File: src/rtl/conv_output_collector.sv
// Collects valid-window convolution results, tags them with output-map (row,col) and buffers them in a FIFO.
// Latency: pixel accepted in cycle t reaches out_valid in cycle t+2 when the FIFO is empty.
// Backpressure: out_valid/out_ready handshake; a capture into a full FIFO without a pop is dropped and sets overflow. Build macro CONV_RELU_EN clamps negatives to 0.
module conv_output_fifo #(
    parameter int WIDTH = 32,
    parameter int DEPTH = 8
) (
    input  logic             clk,
    input  logic             reset,
    input  logic             clear,
    input  logic             push,
    input  logic [WIDTH-1:0] push_dat,
    input  logic             pop,
    output logic [WIDTH-1:0] head_dat,
    output logic             empty,
    output logic             full
);
    localparam int AW    = (DEPTH > 1) ? $clog2(DEPTH) : 1;
    localparam int CNT_W = AW + 1;
    localparam logic [CNT_W-1:0] DEPTH_CNT = CNT_W'(DEPTH);

    logic [WIDTH-1:0] mem [DEPTH];
    logic [AW-1:0]    wr_ptr;
    logic [AW-1:0]    rd_ptr;
    logic [CNT_W-1:0] count;
    logic             do_push;
    logic             do_pop;

    assign empty    = (count == '0);
    assign full     = (count == DEPTH_CNT);
    assign do_pop   = pop && !empty;
    // A full FIFO still takes a push when the head leaves in the same cycle.
    assign do_push  = push && (!full || do_pop);
    assign head_dat = mem[rd_ptr];

    always_ff @(posedge clk or negedge reset) begin
        if (!reset) begin
            wr_ptr <= '0;
            rd_ptr <= '0;
            count  <= '0;
        end else if (clear) begin
            wr_ptr <= '0;
            rd_ptr <= '0;
            count  <= '0;
        end else begin
            if (do_push) wr_ptr <= wr_ptr + 1'b1;
            if (do_pop)  rd_ptr <= rd_ptr + 1'b1;
            if (do_push && !do_pop)
                count <= count + 1'b1;
            else if (do_pop && !do_push)
                count <= count - 1'b1;
        end
    end

    always_ff @(posedge clk) begin
        if (do_push && !clear) mem[wr_ptr] <= push_dat;
    end
endmodule

module conv_output_collector #(
    parameter int DATA_WIDTH  = 16,
    parameter int KERNEL_SIZE = 5,
    parameter int IMAGE_SIZE  = 28,
    parameter int FIFO_DEPTH  = 8
) (
    input  logic                  clk,
    input  logic                  reset,
    input  logic                  clear,
    input  logic                  pixel_valid,
    input  logic [DATA_WIDTH-1:0] conv_result,
    input  logic                  out_ready,
    output logic                  out_valid,
    output logic [DATA_WIDTH-1:0] out_data,
    output logic [7:0]            out_row,
    output logic [7:0]            out_col,
    output logic                  frame_done,
    output logic                  busy,
    output logic                  overflow,
    output logic                  stream_error
);
    typedef enum logic [1:0] {IDLE, FILL, STREAM, DRAIN} state_t;

    typedef struct packed {
        logic [DATA_WIDTH-1:0] data;
        logic [7:0]            row;
        logic [7:0]            col;
    } entry_t;

    localparam logic [7:0] LAST = 8'(IMAGE_SIZE - 1);
    localparam logic [7:0] KM1  = 8'(KERNEL_SIZE - 1);

    state_t                state;
    logic [7:0]            r;
    logic [7:0]            c;
    logic [7:0]            r_nxt;
    logic [7:0]            c_nxt;
    logic [7:0]            r_q;
    logic [7:0]            c_q;
    logic                  pv_q;
    logic                  accept;
    logic                  capture;
    logic                  push;
    logic                  pop;
    logic                  fifo_empty;
    logic                  fifo_full;
    logic [DATA_WIDTH-1:0] sample;
    entry_t                push_entry;
    entry_t                head;

    assign accept = pixel_valid && (state != DRAIN);

    always_comb begin
        c_nxt = c + 8'd1;
        r_nxt = r;
        if (c == LAST) begin
            c_nxt = 8'd0;
            r_nxt = (r == LAST) ? 8'd0 : r + 8'd1;
        end
    end

    always_ff @(posedge clk or negedge reset) begin
        if (!reset) begin
            state        <= IDLE;
            r            <= 8'd0;
            c            <= 8'd0;
            r_q          <= 8'd0;
            c_q          <= 8'd0;
            pv_q         <= 1'b0;
            busy         <= 1'b0;
            frame_done   <= 1'b0;
            overflow     <= 1'b0;
            stream_error <= 1'b0;
        end else if (clear) begin
            state        <= IDLE;
            r            <= 8'd0;
            c            <= 8'd0;
            r_q          <= 8'd0;
            c_q          <= 8'd0;
            pv_q         <= 1'b0;
            busy         <= 1'b0;
            frame_done   <= 1'b0;
            overflow     <= 1'b0;
            stream_error <= 1'b0;
        end else begin
            pv_q       <= accept;
            frame_done <= 1'b0;
            if (accept) begin
                r_q <= r;
                c_q <= c;
            end
            if (capture && fifo_full && !pop) overflow <= 1'b1;
            case (state)
                IDLE: begin
                    if (pixel_valid) begin
                        r     <= r_nxt;
                        c     <= c_nxt;
                        busy  <= 1'b1;
                        state <= (r_nxt >= KM1) ? STREAM : FILL;
                    end
                end
                FILL, STREAM: begin
                    // A gap mid-frame aborts it; the pixel already in flight still lands.
                    if (!pixel_valid) begin
                        state        <= IDLE;
                        r            <= 8'd0;
                        c            <= 8'd0;
                        busy         <= 1'b0;
                        stream_error <= 1'b1;
                    end else begin
                        r <= r_nxt;
                        c <= c_nxt;
                        if (state == STREAM && r == LAST && c == LAST) begin
                            state      <= DRAIN;
                            frame_done <= 1'b1;
                        end else if (state == FILL && r_nxt >= KM1) begin
                            state <= STREAM;
                        end
                    end
                end
                DRAIN: begin
                    state <= IDLE;
                    busy  <= 1'b0;
                end
                default: state <= IDLE;
            endcase
        end
    end

`ifdef CONV_RELU_EN
    assign sample = conv_result[DATA_WIDTH-1] ? '0 : conv_result;
`else
    assign sample = conv_result;
`endif

    assign capture = pv_q && (r_q >= KM1) && (c_q >= KM1);
    assign push    = capture && !clear;
    assign pop     = out_valid && out_ready;

    always_comb begin
        push_entry      = '0;
        push_entry.data = sample;
        push_entry.row  = r_q - KM1;
        push_entry.col  = c_q - KM1;
    end

    conv_output_fifo #(
        .WIDTH(DATA_WIDTH + 16),
        .DEPTH(FIFO_DEPTH)
    ) u_fifo (
        .clk      (clk),
        .reset    (reset),
        .clear    (clear),
        .push     (push),
        .push_dat (push_entry),
        .pop      (pop),
        .head_dat (head),
        .empty    (fifo_empty),
        .full     (fifo_full)
    );

    // Head is masked so the outputs read as zero whenever nothing is buffered.
    assign out_valid = !fifo_empty;
    assign out_data  = out_valid ? head.data : '0;
    assign out_row   = out_valid ? head.row  : 8'd0;
    assign out_col   = out_valid ? head.col  : 8'd0;
endmodule

File: config.mk
export PLATFORM = sky130hd
export DESIGN_NAME = conv_output_collector
export DESIGN_NICKNAME = d
export VERILOG_FILES = /design/src/rtl/conv_output_collector.sv
export SDC_FILE = /design/constraint.sdc
export NUM_CORES = 1
export LEC_CHECK = 0
export CAP_MARGIN = 20
export CORE_UTILIZATION = 50
export DETAILED_ROUTE_END_ITERATION = 7
export PLACE_DENSITY = 0.68
export SLEW_MARGIN = 20
export SYNTH_ARGS = -nofsm -noshare
export SYNTH_HDL_FRONTEND = slang
export SYNTH_SLANG_ARGS = --single-unit
File: constraint.sdc
create_clock -name clk -period 13.5 [get_ports clk]
set_input_delay 2.7 -clock clk [delete_from_list [all_inputs] [get_ports clk]]
set_output_delay 2.7 -clock clk [all_outputs]
set_load 0.01 [all_outputs]
==> results of run 1 <==
[report_power, final]
group          switching, W  internal (W)  total (W)
Sequential        0.0000351       0.00103    0.00106
Combinational      0.000268      0.000301   0.000569
Clock              0.000338      0.000473   0.000811
Total              0.000641       0.00180    0.00244
[worst paths after layout]
check	startpoint	endpoint	slack, ns	depth (start not counted)
setup / recovery	u_fifo.rd_ptr[0]$_DFFE_PN0P_	out_col[1]	7.33	5
hold / removal	stream_error$_DFFE_PN0P_	stream_error$_DFFE_PN0P_	0.52	2
setup reg to reg	c_q[2]$_DFFE_PN0P_	u_fifo.count[3]$_DFFE_PN0P_	9.81	13
hold reg to reg	stream_error$_DFFE_PN0P_	stream_error$_DFFE_PN0P_	0.52	2
max in group asynchronous	reset	u_fifo.rd_ptr[0]$_DFFE_PN0P_	10.75	2
min in group asynchronous	reset	frame_done$_DFF_PN0_	2.25	2
[state kept, by name (all words and copies together) (netlist names), 2 cells and up]
signal,cells
r,8
c_q,8
u_fifo.rd_ptr,3
u_fifo.wr_ptr,3
u_fifo.mem,256
r_q,8
state,2
c,8
u_fifo.count,4
[cell type report]
cell class                      instances  area, sq um
Sequential cell                       305         8920
Fill cell                            1807         9915
Multi-Input combinational cell        366         3566
Clock inverter                         18        190.2
Clock buffer                           37        787.0
Tap cell                              324        405.4
Timing Repair Buffer                   72        690.7
Inverter                               16        60.06
[Yosys cell counts, types with 4 or more instances]
| library cell | n | area share, % |
|---|---|---|
| a21o_1 | 4 | 0.24 |
| a21oi_1 | 12 | 0.48 |
| a22o_1 | 16 | 1.1 |
| and2_1 | 4 | 0.20 |
| buf_2 | 6 | 0.24 |
| clkbuf_1 | 22 | 0.65 |
| dfrtp_1 | 49 | 9.7 |
| edfxtp_1 | 256 | 61 |
| ha_1 | 15 | 1.5 |
| inv_1 | 16 | 0.48 |
| mux2i_1 | 38 | 3.0 |
| mux4_2 | 64 | 11 |
| nand2_1 | 29 | 0.86 |
| nand3_1 | 11 | 0.44 |
| nor2_1 | 57 | 1.7 |
| nor2b_1 | 4 | 0.20 |
| nor3_1 | 12 | 0.48 |
| nor3b_1 | 4 | 0.24 |
| o21ai_0 | 19 | 0.75 |
| o31ai_1 | 4 | 0.24 |
| or3_1 | 9 | 0.45 |
| xnor2_1 | 4 | 0.28 |
| xor2_1 | 8 | 0.55 |
[layer usage]
| layer | GRT usage, % | vias to the layer above | part of all wire (%) |
|---|---|---|---|
| met5 | 0 | - | 0 |
| met4 | 4.974 | 0 | 1.6 |
| met3 | 3.151 | 36 | 4.7 |
| met2 | 30.86 | 179 | 49 |
| met1 | 27.31 | 3467 | 45 |
| li1 | - | 2999 | - |
[cells by family (layout without fill, tap and decap cells)]
kind of cell,count (synthesis),in the layout,share of synthesized area (%)
AO/OA/AOI/OAI,73,73,4.033
adder cells (fa/ha/maj),16,16,1.645
multiplexers,103,103,14.61
flip-flops,305,305,70.60
AND/OR/NAND/NOR,162,162,6.699
buffers and inverters,49,143,1.586
XOR/XNOR,12,12,0.8324
[per-stage QoR]
step           cells  worst slack (ns)  hold WS (ns)  util (%)  total power (W)
2_1_floorplan    720             6.420        0.4873         -         0.001389
3_3_place_gp    1081             7.795        0.4909     55.48         0.001636
3_5_place_dp    1082             7.745        0.5138     55.51         0.001650
4_1_cts         1137             7.181        0.5310     59.50         0.002460
5_1_grt         1138             7.079        0.5651     59.59         0.002551
6_report        1138             7.334        0.5195     59.59         0.002445
[worst register-to-register path, stage by stage (launching register included)]
cell	delay, ns
dfrtp_1	0.44
inv_1	0.23
ha_1	0.23
or3b_1	0.40
o41a_1	0.45
and3_1	0.31
nand2_1	0.17
ha_1	0.25
a21o_1	0.17
a21oi_1	0.29
or3_1	0.16
mux2i_1	0.07
a311oi_1	0.28
o22ai_1	0.12
==> reports/results.txt, run 1 <==
Rows: 57
Grt total ovfl: 0
Final ANT Viol Nets: 0
Initial antenna violation count: 1
Worst-case clock buffer depth: 3
TritonCTS Sinks: 305
Detailed Route WL: 24330 um
Die area: 0.02589 sq mm
Syn avg cell area: 17.54 sq um
CTS Buf Count: 30
Die height: 160.9 um
Final Max Tran Viols: 0
First drt pass iteration count: 4
Number of I/O port buffers: 57
Netlist Area Pre-Place: 0.01263 sq mm
Number of flops mapped to enable cells by yosys: 256
H-tree levels: 1
Syn. warnings: 0
Crit path largest cell delay: 0.84 ns
Share of cells above drive strength 1: 18.67%
Final Cycle Share: 45.67%
Worst Path Class, Setup: reg -> out
CP max stage cell: dfrtp_4
Cts hold-fix bufs: 0
Pin slew with the least headroom to its limit: 0.9145 ns
RePlAce Congestion: 0.8911
Vias in the first global route: 6818
Setup violators final: 0
RSZ-0062 raised after global routing: false
Fmax: 0.1622 GHz
Clk_skew: 0.02175 ns
Post-DP HPWL: 13510 um
Min cycle time layout: 6.166 ns
Via/cell ratio: 5.871
Clock Latency Late Sink: 0.56 ns
Dominant synthesized flop cell: edfxtp_1
Seq/Total Area, Yosys: 70.60%
Endpoint class of the critical path: primary output
Most common cell after layout, fill and taps aside: edfxtp_1
Crit path DAT: 3.47 ns
Post-CTS sizing: 0
Setup repair bufs after CTS: 0
Die Wd: 160.9 um
Final Instance Area: 0.01462 sq mm
Antenna Cells: 0
Root Buffer: clkbuf_16
Relative slew slack: 39.03%
First-pass GRT wire length: 38010 um
Synth cell types: 65
Leak Pwr: 4.628 nW
Starting Density: 51.46%
Status: finished clean
CP startpoint kind: flip-flop
Crit-path leading delay family: buffers and inverters
CTS tree: done
Vias: 6681
Final Hold Viols: 0
DRT iter0 DRCs: 523
Largest net degree at the start of global routing: 65
Placement Cell Area: 0.01362 sq mm
Max Cap Violations: 0
Top Ports: 58
PD cells: 167.2 mW/mm^2
Setup TNS: 0 ns
Clock transition at path regs: 0.06 ns
WL/cell: 21.38 um
WP data required: 10.80 ns
Area Overhead vs Synth: 15.79%
GRT Total Usage: 19.13%
Nets: 828
#FFs+latches synth: 305
Remaining DRCs: 0
CP Cell Sequence: buf_4, mux4_2, mux2i_1, nor2_1, clkdlybuf4s50_1
Buffers & Inverters on Critical Path: 2
Most frequent cells in the layout: 256 x edfxtp_1, 64 x mux4_2, 56 x clkdlybuf4s50_1, 55 x nor2_1, 46 x dfrtp_1
Crit-path max FO: 34
Core Box Area: 0.02453 sq mm
Syn Nets: 757
Synth Instances: 720
Min-Delay Path Class: reg -> reg
Max VDD drop: 0.1066 mV
Synth async-reset ratio: 16.07%
No activity file was read; power rests on OpenSTA's default activity.
==> run 2, diff against run 1 <==
==> constraint.sdc (replaced) <==
create_clock -name clk -period 6.41 [get_ports clk]
set_input_delay 1.282 -clock clk [delete_from_list [all_inputs] [get_ports clk]]
set_output_delay 1.282 -clock clk [all_outputs]
set_load 0.01 [all_outputs]
==> reports/results.txt, run 2 (synthesis results as in run 1) <==
Setup violators final: 0 (unchanged)
Vias: 6585 (-1.4%)
Max VDD drop: 0.4001 mV (+280%)
CTS Buf Count: 29 (-3.3%)
Crit path DAT: 3.26 ns (-0.21 ns)
Clock Latency Late Sink: 0.55 ns (about the same)
Final Cycle Share: 70.90%
Most frequent cells in the layout: 256 x edfxtp_1, 64 x mux4_2, 56 x clkdlybuf4s50_1, 55 x nor2_1, 46 x dfrtp_1
Grt total ovfl: 0 (unchanged)
Worst-case clock buffer depth: 3 (unchanged)
Initial antenna violation count: 0 (-1)
First-pass GRT wire length: 38420 um (+1.1%)
Top Ports: 58 (unchanged)
Multi-input combinational cell area: 0.003576 sq mm (+0.28%)
Die height: 160.9 um (unchanged)
Largest net degree at the start of global routing: 50 (-23%)
Rows: 57 (unchanged)
Final Hold Viols: 0 (unchanged)
Post-CTS sizing: 0 (unchanged)
H-tree levels: 1 (unchanged)
Setup repair bufs after CTS: 0 (unchanged)
Vias in the first global route: 6837 (+0.28%)
Detailed Route WL: 23930 um (-1.7%)
Area Overhead vs Synth: 16.42%
Setup TNS: 0 ns (unchanged)
RSZ-0062 raised after global routing: false
Core Box Area: 0.02453 sq mm (unchanged)
Crit-path max FO: 35 (+2.9%)
DRT iter0 DRCs: 520 (-0.57%)
Share of cells above drive strength 1: 19.07% (+0.39 points)
WL/cell: 21.05 um (-1.6%)
Fmax: 0.2200 GHz
Number of I/O port buffers: 57 (unchanged)
Clk_skew: 0.01026 ns (-0.01149 ns)
Hold Path Depth: 2 (unchanged)
Placement Cell Area: 0.01362 sq mm (about the same)
Final Max Tran Viols: 0 (unchanged)
Die Wd: 160.9 um (unchanged)
Status: finished clean
Cts hold-fix bufs: 0 (unchanged)
Final ANT Viol Nets: 0 (unchanged)
PD cells: 359.3 mW/mm^2 (+110%)
Fillcell total: 1799 (-0.44%)
Antenna Cells: 0 (unchanged)
Pin slew with the least headroom to its limit: 0.9454 ns (+0.03089 ns)
Biggest register: u_fifo.mem
Stages on worst setup path: 5 (unchanged)
GRT Total Usage: 19.19% (+0.057 points)
Crit-path leading delay family: buffers and inverters
Relative slew slack: 36.74% (-2.3 points)
Root Buffer: clkbuf_16
Remaining DRCs: 0 (unchanged)
Endpoint class of the critical path: primary output
Worst Path Class, Setup: reg -> out
Nets: 827 (-0.12%)
Leak Pwr: 4.661 nW (+0.72%)
CP Cell Sequence: buf_4, mux4_2, mux2i_1, nor2_1, clkdlybuf4s50_1
Max Cap Violations: 0 (unchanged)
Crit path largest cell delay: 0.97 ns (+0.13 ns)
WP data required: 5.13 ns (-5.67 ns)
TritonCTS Sinks: 305 (unchanged)
Most common cell after layout, fill and taps aside: edfxtp_1
CTS tree: done
Buffers & Inverters on Critical Path: 2 (unchanged)
Die area: 0.02589 sq mm (unchanged)
RePlAce Congestion: 0.8907 (about the same)
CP startpoint kind: flip-flop
Min cycle time layout: 4.545 ns
Via/cell ratio: 5.792 (-1.4%)
First drt pass iteration count: 4 (unchanged)
Starting Density: 51.46% (unchanged)
Min-Delay Path Class: reg -> reg
Max reg flops: 256 (unchanged)
Post-DP HPWL: 14000 um (+3.6%)
Clock transition at path regs: 0.06 ns (about the same)
Final Instance Area: 0.01470 sq mm (+0.55%)
Reg2Reg Depth: 13 (unchanged)
CP max stage cell: dfrtp_2
Register cell area after layout: 0.008920 sq mm (unchanged)
-- run 2: cell count changes in the layout (fill, tap and decap cells not counted), sizes merged --
| cell | before | now |
|---|---|---|
| clkinvlp | 1 | 2 |
| inv | 17 | 18 |
| clkinv | 13 | 11 |
| bufinv | 3 | 7 |
| clkbuf | 37 | 32 |
-- run 2: path summary, 6_finish.rpt --
kind / from / endpoint / slack (ns)
max in group asynchronous: reset / u_fifo.rd_ptr[0]$_DFFE_PN0P_ / 5.19
worst min register to register: stream_error$_DFFE_PN0P_ / stream_error$_DFFE_PN0P_ / 0.52
worst max register to register: c_q[2]$_DFFE_PN0P_ / u_fifo.count[3]$_DFFE_PN0P_ / 2.65
worst max-delay path: u_fifo.rd_ptr[1]$_DFFE_PN0P_ / out_row[7] / 1.87
min in group asynchronous: reset / frame_done$_DFF_PN0_ / 0.74
worst min-delay path: stream_error$_DFFE_PN0P_ / stream_error$_DFFE_PN0P_ / 0.52
-- run 2: layer usage --
layer	track usage, %	routed length [um]	vias to the layer above
met5	0	0	-
met4	4.631	376	0
met3	2.918	982	30
met2	32.31	12020	151
met1	26.44	10550	3412
li1	-	-	2992
-- run 2: tightest hold or removal path: cells and delay by family, from the launching register on --
family,cells,cell delay (ns)
DFF,1,0.35
and+or+nand+nor,2,0.13
-- run 2: layout make-up --
cell class / instances / share of cell area, %
Sequential cell: 305 / 60.68
Multi-Input combinational cell: 366 / 24.33
Clock buffer: 32 / 5.014
Timing Repair Buffer: 72 / 4.767
Tap cell: 324 / 2.758
Clock inverter: 22 / 2.043
Inverter: 16 / 0.4086
-- run 2: metrics by stage --
stage / utilization [%] / worst slack [ns] / total power [W] / cells / hold slack, ns
final: 59.91 / 1.865 / 0.005282 / 1137 / 0.5235
after detailed placement: 55.53 / 2.035 / 0.003474 / 1082 / 0.5000
after global placement: 55.51 / 2.219 / 0.003444 / 1082 / 0.5011
after CTS: 59.76 / 1.736 / 0.005298 / 1136 / 0.5348
after global routing: 59.91 / 1.662 / 0.005507 / 1137 / 0.5654
after floorplan: - / 0.7480 / 0.002925 / 720 / 0.4873
-- run 2: report_power, final --
part           leakage, nW  switching [W]  internal, W
clock                0.506       0.000708      0.00111
combinational         1.38       0.000566     0.000648
sequential            2.77      0.0000770      0.00217
==> run 3, diff against run 2 <==
--- a/config.mk
+++ b/config.mk
@@ -8,7 +8,7 @@
 export CAP_MARGIN = 20
 export CORE_UTILIZATION = 50
 export DETAILED_ROUTE_END_ITERATION = 7
-export PLACE_DENSITY = 0.68
+export PLACE_DENSITY = 0.71
 export SLEW_MARGIN = 20
 export SYNTH_ARGS = -nofsm -noshare
 export SYNTH_HDL_FRONTEND = slang
==> constraint.sdc (replaced) <==
create_clock -name clk -period 3.8 [get_ports clk]
set_input_delay 0.76 -clock clk [delete_from_list [all_inputs] [get_ports clk]]
set_output_delay 0.76 -clock clk [all_outputs]
set_load 0.01 [all_outputs]
==> reports/results.txt, run 3 (synthesis results as in run 1) <==
Status: finished clean
DRT iter0 DRCs: 424 (-18%)
Crit-path leading delay family: buffers and inverters
First drt pass iteration count: 4 (unchanged)
Biggest register: u_fifo.mem
Max VDD drop: 0.4993 mV (+25%)
Antenna Cells: 0 (unchanged)
Final Cycle Share: 92.26%
H-tree levels: 1 (unchanged)
Worst slack, placed: 0.3219 ns (-1.713 ns)
Relative slew slack: 32.96% (-3.8 points)
Number of I/O port buffers: 57 (unchanged)
Clk_skew: 0.01091 ns (+0.0006575 ns)
Root Buffer: clkbuf_16
Post-DP HPWL: 13980 um (-0.16%)
Worst-case clock buffer depth: 3 (unchanged)
Reg-to-reg slack, setup: 0.31 ns (-2.34 ns)
Min-Delay Path Class: in -> async
Endpoint class of the critical path: primary output
Min cycle time layout: 3.506 ns
Placement Cell Area: 0.01382 sq mm (+1.5%)
GRT Total Usage: 19.54% (+0.36 points)
CP max stage cell: clkdlybuf4s50_1
Starting Density: 51.46% (unchanged)
Final ANT Viol Nets: 0 (unchanged)
Die Wd: 160.9 um (unchanged)
RSZ-0062 raised after global routing: false
Remaining DRCs: 0 (unchanged)
Crit path largest cell delay: 0.52 ns (-0.45 ns)
Worst Path Class, Setup: reg -> out
Final Max Tran Viols: 0 (unchanged)
Most frequent cells in the layout: 256 x edfxtp_1, 64 x mux4_2, 56 x clkdlybuf4s50_1, 55 x nor2_1, 46 x dfrtp_1
PD cells: 583.6 mW/mm^2 (+62%)
Max Cap Violations: 0 (unchanged)
Crit path DAT: 2.75 ns (-0.51 ns)
Final Instance Area: 0.01477 sq mm (+0.49%)
Fmax: 0.2852 GHz
Initial antenna violation count: 0 (unchanged)
CTS tree: done
Vias in the first global route: 7111 (+4.0%)
Rows: 57 (unchanged)
CP startpoint kind: flip-flop
Pin slew with the least headroom to its limit: 1.002 ns (+0.05644 ns)
Final Util: 60.21% (+0.30 points)
Buffers & Inverters on Critical Path: 2 (unchanged)
Die area: 0.02589 sq mm (unchanged)
Setup violators final: 0 (unchanged)
Clock transition at path regs: 0.06 ns (about the same)
Clock Latency Late Sink: 0.55 ns (about the same)
Grt total ovfl: 0 (unchanged)
Share of cells above drive strength 1: 19.21% (+0.15 points)
RePlAce Congestion: 0.8669 (-2.7%)
Crit-path max FO: 32 (-8.6%)
WL/cell: 21.69 um (+3.0%)
Core Box Area: 0.02453 sq mm (unchanged)
Area Overhead vs Synth: 17.00%
Most common cell after layout, fill and taps aside: edfxtp_1
CTS Buf Count: 30 (+3.4%)
Detailed Route WL: 24640 um (+3.0%)
Nets: 829 (+0.24%)
Vias: 6679 (+1.4%)
WP data required: 3.04 ns (-2.09 ns)
Die height: 160.9 um (unchanged)
Final worst slack: 0.2941 ns (-1.571 ns)
Setup TNS: 0 ns (unchanged)
Largest net degree at the start of global routing: 50 (unchanged)
Leak Pwr: 4.626 nW (-0.74%)
Max reg flops: 256 (unchanged)
First-pass GRT wire length: 39050 um (+1.7%)
Final Hold Viols: 0 (unchanged)
CP Cell Sequence: or3_1, nor2_4, buf_4, nor2_1, clkdlybuf4s50_1
TritonCTS Sinks: 305 (unchanged)
Cts hold-fix bufs: 0 (unchanged)
Top Ports: 58 (unchanged)
Via/cell ratio: 5.879 (+1.5%)
[run 3: per-layer routing]
| metal | routed length [um] | GRT usage (%) | vias to the layer above | share of wire (%) |
|---|---|---|---|---|
| met5 | 0 | 0 | - | 0 |
| met4 | 418 | 4.631 | 0 | 1.7 |
| met3 | 1036 | 2.557 | 34 | 4.2 |
| met2 | 12220 | 32.90 | 164 | 50 |
| met1 | 10960 | 27.29 | 3494 | 44 |
| li1 | - | - | 2987 | - |
[run 3: area by class of cell]
| cell class | instances | area, sq um |
|---|---|---|
| sequential | 305 | 8920 |
| multi-input combinational | 366 | 3625 |
| fill | 1785 | 9762 |
| timing repair buffer | 73 | 825.8 |
| tap | 324 | 405.4 |
| inverter | 16 | 60.06 |
| clock inverter | 17 | 166.4 |
| clock buffer | 35 | 769.5 |
[run 3: repair_timing]
action	in CTS	in global routing
setup endpoints to repair	0	1
buffers inserted	0	0
gates resized for setup	0	1
[run 3: final timing paths]
| check | startpoint | to | depth (start not counted) |
|---|---|---|---|
| min in group clk | stream_error$_DFFE_PN0P_ | stream_error$_DFFE_PN0P_ | 2 |
| max in group asynchronous | reset | u_fifo.rd_ptr[0]$_DFFE_PN0P_ | 1 |
| worst max register to register | c_q[2]$_DFFE_PN0P_ | u_fifo.count[3]$_DFFE_PN0P_ | 13 |
| worst min-delay path | reset | frame_done$_DFF_PN0_ | 1 |
| worst min register to register | stream_error$_DFFE_PN0P_ | stream_error$_DFFE_PN0P_ | 2 |
| worst max-delay path | u_fifo.count[1]$_DFFE_PN0P_ | out_col[0] | 5 |
[run 3: worst register-to-register path, delay by kind of cell (launching register included)]
kind	cells	cell delay, ns
AOI/OAI and AO/OA	5	1.29
adders and majority gates	2	0.48
buffers and inverters	1	0.23
DFF	1	0.42
muxes	1	0.06
and+or+nand+nor	4	0.87
[run 3: stage by stage]
step,hold slack [ns],power [W],std cells
6_report,0.1986,0.008621,1136
5_1_grt,0.2436,0.008959,1136
4_1_cts,0.4295,0.008700,1136
3_5_place_dp,0.4961,0.005914,1084
3_3_place_gp,0.4844,0.005869,1084
2_1_floorplan,0.4644,0.004937,720
[run 3: where the power goes]
part / total [W] / switching (W) / internal, W
clock network: 0.00279 / 0.00121 / 0.00159
logic: 0.00211 / 0.00104 / 0.00107
registers: 0.00372 / 0.0000582 / 0.00366
total: 0.00862 / 0.00231 / 0.00632
